===== config.mk =====
export PLATFORM = sky130hd
export DESIGN_NAME = seq_divider64
export DESIGN_NICKNAME = d
export VERILOG_FILES = /design/src/rtl/div_pkg.sv /design/src/rtl/seq_divider64_sub_wide.sv /design/src/rtl/seq_divider64.sv
export SDC_FILE = /design/constraint.sdc
export NUM_CORES = 1
export LEC_CHECK = 0
export ABC_CLOCK_PERIOD_IN_PS = 71000
export CORE_MARGIN = 4
export CORE_UTILIZATION = 60
export CTS_BUF_LIST = sky130_fd_sc_hd__clkbuf_8
export CTS_CLUSTER_DIAMETER = 40
export CTS_CLUSTER_SIZE = 10
export DETAILED_ROUTE_END_ITERATION = 10
export GPL_TIMING_DRIVEN = 0
export PLACE_DENSITY = 0.88
export SYNTH_ARGS = -nofsm -noshare
export SYNTH_HDL_FRONTEND = slang
export SYNTH_SLANG_ARGS = --single-unit

===== constraint.sdc =====
create_clock -name clk -period 71 [get_ports clk]
set_input_delay 7.1 -clock clk [delete_from_list [all_inputs] [get_ports clk]]
set_output_delay 7.1 -clock clk [all_outputs]
set_load 0.02 [all_outputs]

===== src/rtl/div_pkg.sv =====
// Shared types and constants for the sequential restoring divider.
package div_pkg;

   localparam int DIV_WIDTH = 64;
   localparam int CNT_W = $clog2(DIV_WIDTH) + 1;
   localparam logic [DIV_WIDTH-1:0] DIV0_QUOTIENT = '1;

   typedef enum logic [1:0] {
      IDLE = 2'd0,
      RUN  = 2'd1,
      DONE = 2'd2
   } state_t;

endpackage


===== src/rtl/seq_divider64_sub_wide.sv =====
// Wide ripple subtractor (A + ~B + 1) built from the 1-bit full-adder cell.
module full_adder (
   input  logic a,
   input  logic b,
   input  logic cin,
   output logic s,
   output logic cout
);
   assign s    = a ^ b ^ cin;
   assign cout = (a & b) | (a & cin) | (b & cin);
endmodule

module sub_wide #(
   parameter int N = 65
) (
   input  logic [N-1:0] a,
   input  logic [N-1:0] b,
   output logic [N-1:0] diff,
   output logic         borrow
);
   logic [N:0] carry;

   assign carry[0] = 1'b1;

   genvar i;
   generate
      for (i = 0; i < N; i++) begin : g_bit
         full_adder u_fa (
            .a   (a[i]),
            .b   (~b[i]),
            .cin (carry[i]),
            .s   (diff[i]),
            .cout(carry[i+1])
         );
      end
   endgenerate

   // No carry out of A + ~B + 1 means B was larger than A.
   assign borrow = ~carry[N];
endmodule


===== src/rtl/seq_divider64.sv =====
// Multi-cycle unsigned divider: restoring shift-subtract, one quotient bit per cycle.
module seq_divider64
   import div_pkg::*;
#(
   parameter int WIDTH = DIV_WIDTH
) (
   input  logic             clk,
   input  logic             reset,
   input  logic             start,
   input  logic [WIDTH-1:0] dividend,
   input  logic [WIDTH-1:0] divisor,
   output logic             ready,
   output logic             busy,
   output logic             done,
   output logic [WIDTH-1:0] quotient,
   output logic [WIDTH-1:0] remainder,
   output logic             div_by_zero,
   output logic [1:0]       state_dbg
);

   localparam int CW = $clog2(WIDTH) + 1;

   // Handshake: start is taken on an edge where ready=1; done pulses for one
   // cycle when results are valid, and results hold until the next accept.
   state_t           state, state_next;
   logic [CW-1:0]    cnt;
   logic [WIDTH-1:0] prem;
   logic [WIDTH-1:0] wquo;
   logic [WIDTH-1:0] dvsr;

   logic [WIDTH:0]   shifted;
   logic [WIDTH:0]   trial;
   logic             borrow;
   logic [WIDTH-1:0] rem_next;
   logic [WIDTH-1:0] quo_next;
   logic             last_iter;
   logic             unused_trial_msb;

   assign shifted = {prem, wquo[WIDTH-1]};

   sub_wide #(.N(WIDTH + 1)) u_sub (
      .a     (shifted),
      .b     ({1'b0, dvsr}),
      .diff  (trial),
      .borrow(borrow)
   );

   // A successful trial is always below the divisor, so its top bit is zero.
   assign unused_trial_msb = trial[WIDTH];
   assign rem_next  = borrow ? shifted[WIDTH-1:0] : trial[WIDTH-1:0];
   assign quo_next  = {wquo[WIDTH-2:0], ~borrow};
   assign last_iter = (cnt == CW'(WIDTH - 1));

   always_ff @(posedge clk) begin
      if (reset) state <= IDLE;
      else       state <= state_next;
   end

   always_comb begin
      state_next = state;
      case (state)
         IDLE:    if (start) state_next = (divisor == '0) ? DONE : RUN;
         RUN:     if (last_iter) state_next = DONE;
         DONE:    state_next = IDLE;
         default: state_next = IDLE;
      endcase
   end

   always_ff @(posedge clk) begin
      if (reset) begin
         cnt         <= '0;
         prem        <= '0;
         wquo        <= '0;
         dvsr        <= '0;
         quotient    <= '0;
         remainder   <= '0;
         div_by_zero <= 1'b0;
      end else begin
         case (state)
            IDLE: begin
               if (start) begin
                  dvsr <= divisor;
                  wquo <= dividend;
                  prem <= '0;
                  cnt  <= '0;
                  if (divisor == '0) begin
                     quotient    <= {WIDTH{1'b1}};
                     remainder   <= dividend;
                     div_by_zero <= 1'b1;
                  end
               end
            end
            RUN: begin
               prem <= rem_next;
               wquo <= quo_next;
               cnt  <= cnt + 1'b1;
               if (last_iter) begin
                  quotient    <= quo_next;
                  remainder   <= rem_next;
                  div_by_zero <= 1'b0;
               end
            end
            default: ;
         endcase
      end
   end

   assign ready     = (state == IDLE);
   assign busy      = (state == RUN) || (state == DONE);
   assign done      = (state == DONE);
   assign state_dbg = state;

endmodule


# After elaboration in Yosys (flattened, before gate mapping)
# Cells that the tools add are included.
# totals
elab_cells	559
ff_bits	330
inputBits	131
out_inout_bits	134
# op_classes
n_mux	23
reduce_logical	8
eq_ne	6
n_bitwise	513
addsub	1
# op_table
operator	n
64-bit 2-to-1 mux	9
64-bit one-hot mux with 2 select lines	4
1-bit AND	191
1-bit bitwise OR	130
1-bit bitwise XOR	127
1-bit inverter	65
64-bit logical NOT	1
7-bit one-hot mux with 2 select lines	1
7-bit by 1-bit adder with 7-bit output, second input constant	1
7-bit by 6-bit == test with 1-bit output, second input constant	1
7-bit 2-to-1 mux	1
2-bit 2-to-1 mux	3
2-bit AND reduction	3
2-bit inequality test, second input constant	2
2-bit one-hot mux with 2 select lines	1
4-bit AND reduction	1
1-bit 2-to-1 mux	3
2-bit by 1-bit == test with 1-bit output, second input constant	1
2-bit == test, second input constant	1
2-bit logical NOT	1
2-bit by 1-bit inequality test with 1-bit output, second input constant	1
1-bit one-hot mux with 2 select lines	1
2-bit nonzero test	1
1-bit logical OR	1

# Depth between registers and ports, before layout
# logic_depth
ltp_word	199
depth_mapped	73
mapped_depth_nobuf	71

# Modules after synthesis
# From an unflattened synthesis, not the netlist that was laid out.
# hier_totals
hier_cells	1777
hier_area_um2	15678.8
# by_module_without_submodules
module	area_per_inst_um2	cells_per_inst	instances	seq_area_each_um2
seq_divider64	14126.0	1645	1	6606.3
full_adder	20.0	1	65	0.0
sub_wide	251.5	67	1	0.0

# Worst setup path before layout
# OpenSTA, ideal clock, no wires.
# synth_path
path_kind	register to register
from	reg wquo[63]
to	reg remainder[63]
stages_incl_launch_ff	73
path_slack_ns	42.873
synth_period_minus_slack_ns	28.127
arrival_ns	28.032
n_path_buf	1
setup_ns	0.095
required_time_ns	70.905
cell_sequence	dfxtp_1 -> inv_1 -> ha_1 -> inv_1 -> fa_1 -> fa_1 -> fa_1 -> fa_1 -> fa_1 -> fa_1 -> fa_1 -> fa_1 -> fa_1 -> fa_1 -> fa_1 -> fa_1 -> fa_1 -> fa_1 -> (+37 left out) -> fa_1 -> fa_1 -> fa_1 -> fa_1 -> fa_1 -> fa_1 -> fa_1 -> fa_1 -> fa_1 -> fa_1 -> fa_1 -> fa_1 -> nor2_1 -> clkbuf_1 -> nand3_1 -> nand3_1 -> nor2_1 -> a221oi_1
# synth_via
elab_chain_cells	198
elab_cells_between_ends	262
classes_between	mux (3); bitwise (259)
# synth_rtl
element	line	text
start: declaration	seq_divider64.sv:28	logic [WIDTH-1:0] wquo;
start signal: assignment	seq_divider64.sv:83	wquo <= dividend;
start signal: assignment	seq_divider64.sv:95	wquo <= quo_next;
1-bit AND	seq_divider64_sub_wide.sv:10	assign cout = (a & b) | (a & cin) | (b & cin);
1-bit bitwise OR * (2 in a row)	seq_divider64_sub_wide.sv:10	
1-bit AND	seq_divider64_sub_wide.sv:10	
1-bit bitwise OR	seq_divider64_sub_wide.sv:10	
1-bit bitwise OR *	seq_divider64_sub_wide.sv:10	
1-bit AND	seq_divider64_sub_wide.sv:10	
1-bit bitwise OR	seq_divider64_sub_wide.sv:10	
1-bit bitwise OR *	seq_divider64_sub_wide.sv:10	
(+179 left out)	-	
1-bit bitwise OR *	seq_divider64_sub_wide.sv:10	
1-bit AND	seq_divider64_sub_wide.sv:10	
1-bit bitwise OR (2 in a row)	seq_divider64_sub_wide.sv:10	
1-bit AND	seq_divider64_sub_wide.sv:10	
1-bit bitwise OR (2 in a row)	seq_divider64_sub_wide.sv:10	
64-bit 2-to-1 mux *	seq_divider64.sv:50	assign rem_next = borrow ? shifted[WIDTH-1:0] : trial[WIDTH-1:0];
64-bit 2-to-1 mux *	seq_divider64.sv:97	if (last_iter) begin
64-bit one-hot mux with 2 select lines *	seq_divider64.sv:79	case (state)
end signal: assignment	seq_divider64.sv:88	remainder <= dividend;
end signal: assignment	seq_divider64.sv:99	remainder <= rem_next;
end: declaration	seq_divider64.sv:16	output logic [WIDTH-1:0] remainder,
# Mark *: on every way between the ends. The rest lies on a longest branch, timed or not. The select of a mux whose other input is x is not followed.
# A chain may end at the register's enable or synchronous reset.

# Final worst setup path
# Same ends and word-level chain as after synthesis.

==> out/results.txt <==
Status = completed
Final number of max-transition violations = 0
Post-synthesis cell count = 1,922
Die X = 172 µm
Fraction of final layout cells sized beyond drive strength 1 = 9.14%
Synth Area in XOR/XNOR = 0.216%
First-pass detailed-route iteration total = 7
Clock power share = 21.7%
Remaining DRCs = 0
Clk buf depth = 3
Crit-path max cell delay = 0.98 ns
Mapped Nets = 2,121
PostCTS Resize Cnt = 0
Sw Ratio = 41.3%
I/O pin count = 265
Setup CP Type = register to register
Avg Vias per Cell = 6.09
Max Clock Skew = 0.0264 ns
Crit. Startpoint = wquo[63]
Maxcap violations = 0
Final hold violation count = 0
Row count = 59
Commonest non-fill, non-tap cell in the layout = dfxtp_1
Dpl hpwl = 38,600 µm
Fmax = 0.0330 GHz
Startpoint types = register
Worst min-delay path class = register to register
FF-to-FF Start = wquo[63]
Setup TNS = 0 ns
# fillers = 1,851
PwrDens = 34.9 nW/µm²
Worst setup EP type = register
Final Util = 76.7%
Net Switching = 290 µW
CTS root buffer = clkbuf_8
Routed WL = 51,300 µm
CTS buffer count = 44
Clock sink count = 330
Setup ws final = 40.72 ns
P_int = 412 µW
First-pass GRT wire length = 79,300 µm
Routed Antenna Nets = 0
Max IR drop VDD = 0.0200 mV
Post-synthesis simple-gate area fraction = 19.9%
Initial Util = 61.7%
Port Buffers = 263
Tcrit/Tclk final = 42.6%
Routability cong. = 0.974
Sequential fraction of the synthesis area = 40.8%
Count of state elements after synthesis = 330
R2r endpoint = remainder[63]
Most frequent cell on the critical path = fa_1
# setup viols final = 0
Compound-Gate Fraction of Synth Area = 21.2%
DR WL/cell = 19.8 µm
Leak pwr = 0.00701 µW
Clock transition at path regs = 0.07 ns
Synth Area per Inst = 8.43 µm²
CTS H-tree lvls = 2
Tot Pwr = 703 µW
Synthesis warning total = 0
Sequential power share = 34.8%
Grt ovf = 0
Combinational power share = 43.5%
Initial antenna violation count = 0
Crit-path max FO = 10
Measured slew at the worst slew-check pin = 1.29 ns
Worst R2R Path Depth = 72
GRT Util Overall = 33.6%
Die footprint = 29,700 µm²
Most frequent cells in the layout = dfxtp_1, nand2_1, clkdlybuf4s50_1
Post-route minimum period = 30.28 ns
Area grow syn2layout = 24.4%
Initial DRC Count = 1,825
R2R setup slack = 40.72 ns
Mux share of post-synthesis cell area = 0.0695%
CTS tree = yes
Post-layout nets = 2,430
Vias in the first global route = 15,300
Worst Hold End = dvsr[18]
Hold path startpoint = dvsr[18]
Place WS = 40.90 ns
RSZ-0062 raised after global routing = false
Synth Cell Area = 16,200 µm²
Yosys cell types = 34
Clk_lat worst skew = 0.58 ns
Die extent in y = 172 µm
Setup Buffers After CTS = 0
DR vias = 15,800
Normalized max-slew margin = 13.8%
Largest net degree at the start of global routing = 11
Core area = 26,300 µm²
Main combinational cell family by area after synthesis = compound AO/OA/AOI/OAI gates
CTS Hold Bufs = 0
CP max stage cell = nor2_1
Hold Path Cell Cnt = 2
Required time of the critical path = 71.46 ns
Synthesized-area fraction occupied by adder cells = 8.17%
Worst path arrival time = 30.75 ns
## Yosys cell counts
cell type,count,share of area (%)
a211oi_1,2,0.093
a21o_1,1,0.046
a21oi_1,197,6.1
a221oi_1,17,0.92
a221oi_2,111,10
a311oi_1,63,3.4
a32oi_1,1,0.054
and2_1,2,0.077
buf_1,8,0.19
buf_2,4,0.12
buf_4,2,0.093
buf_6,24,1.7
clkbuf_1,131,3.0
dfxtp_1,330,41
fa_1,63,7.8
ha_1,5,0.39
inv_1,199,4.6
mux2_2,1,0.069
nand2_1,266,6.2
nand2b_1,3,0.12
nand3_1,189,5.8
nand4_1,7,0.27
nor2_1,200,4.6
nor3_1,63,1.9
nor4_1,16,0.62
nor4_2,1,0.077
o211ai_1,2,0.093
o21ai_0,5,0.15
o21ai_1,1,0.031
or2_2,1,0.039
or3_1,2,0.077
or4_1,1,0.046
xnor2_1,1,0.054
xor2_1,3,0.16
## worst max-delay path, delay by kind of cell, from the launching register on
kind / cells / cell delay [ns]
compound gates: 1 / 0.25
buf+inv: 3 / 0.59
flops: 1 / 0.33
simple gates: 4 / 1.47
fa+ha+maj: 64 / 27.49
## state kept, by name (all words and copies together), names as in the netlist
register and count:
cnt 7, div_by_zero 1, dvsr 64, prem 64, quotient 64, remainder 64, state_dbg 2, wquo 64
## stage by stage
step / area [µm²] / std cells / hold slack (ns)
2_1_floorplan: 16200 / 1922 / 0.436
3_3_place_gp: 19300 / 2520 / 0.443
3_5_place_dp: 19300 / 2520 / 0.446
4_1_cts: 20200 / 2589 / 0.456
5_1_grt: 20200 / 2589 / 0.476
6_report: 20200 / 2590 / 0.454
## cells by family (layout without fill, tap and decap cells)
group | count (synthesis) | in the layout
buffers and inverters | 368 | 700
DFF | 330 | 330
xor gates and xnor gates | 4 | 4
adders and majority gates | 68 | 68
AOI/OAI and AO/OA | 400 | 400
muxes | 1 | 1
and+or+nand+nor | 751 | 751
other | 0 | 1
## worst max path at each step
stage	endpoint	cells past startpoint	slack, ns
floorplan	remainder[63]	72	42.87
global placement	remainder[63]	72	41.16
detailed placement	remainder[63]	72	40.90
CTS	remainder[63]	72	40.77
global route	remainder[63]	72	39.82
finish	remainder[63]	72	40.72
## metal layers
metal / GRT usage [%] / up-vias / part of all wire (%) / wire length, µm
met5: 0 / - / 0 / 0
met4: 16.4 / 0 / 5.3 / 2710
met3: 8.28 / 195 / 12 / 6000
met2: 53.3 / 988 / 45 / 23100
met1: 43.1 / 7354 / 38 / 19400
li1: - / 7239 / - / -
## layout make-up
cell class	instances	area, µm²	share of cell area [%]
clock buffers	52	716	3.55
clock inverters	17	183	0.906
inverters	199	747	3.71
plain buffers	169	827	4.10
well taps	335	419	2.08
repair buffers	263	2630	13.1
diodes	1	2.50	0.0124
multi-input cells	1224	8020	39.8
flip-flops and latches	330	6610	32.8
## power by group through the flow
stage / combinational, µW / clock (µW) / sequential (µW)
after global routing: 328 / 160 / 248
after global placement: 292 / 0 / 246
after detailed placement: 299 / 0 / 247
final: 306 / 153 / 244
after CTS: 301 / 153 / 244
after floorplan: 171 / 0 / 265
Power figures use the tool's default switching activity.
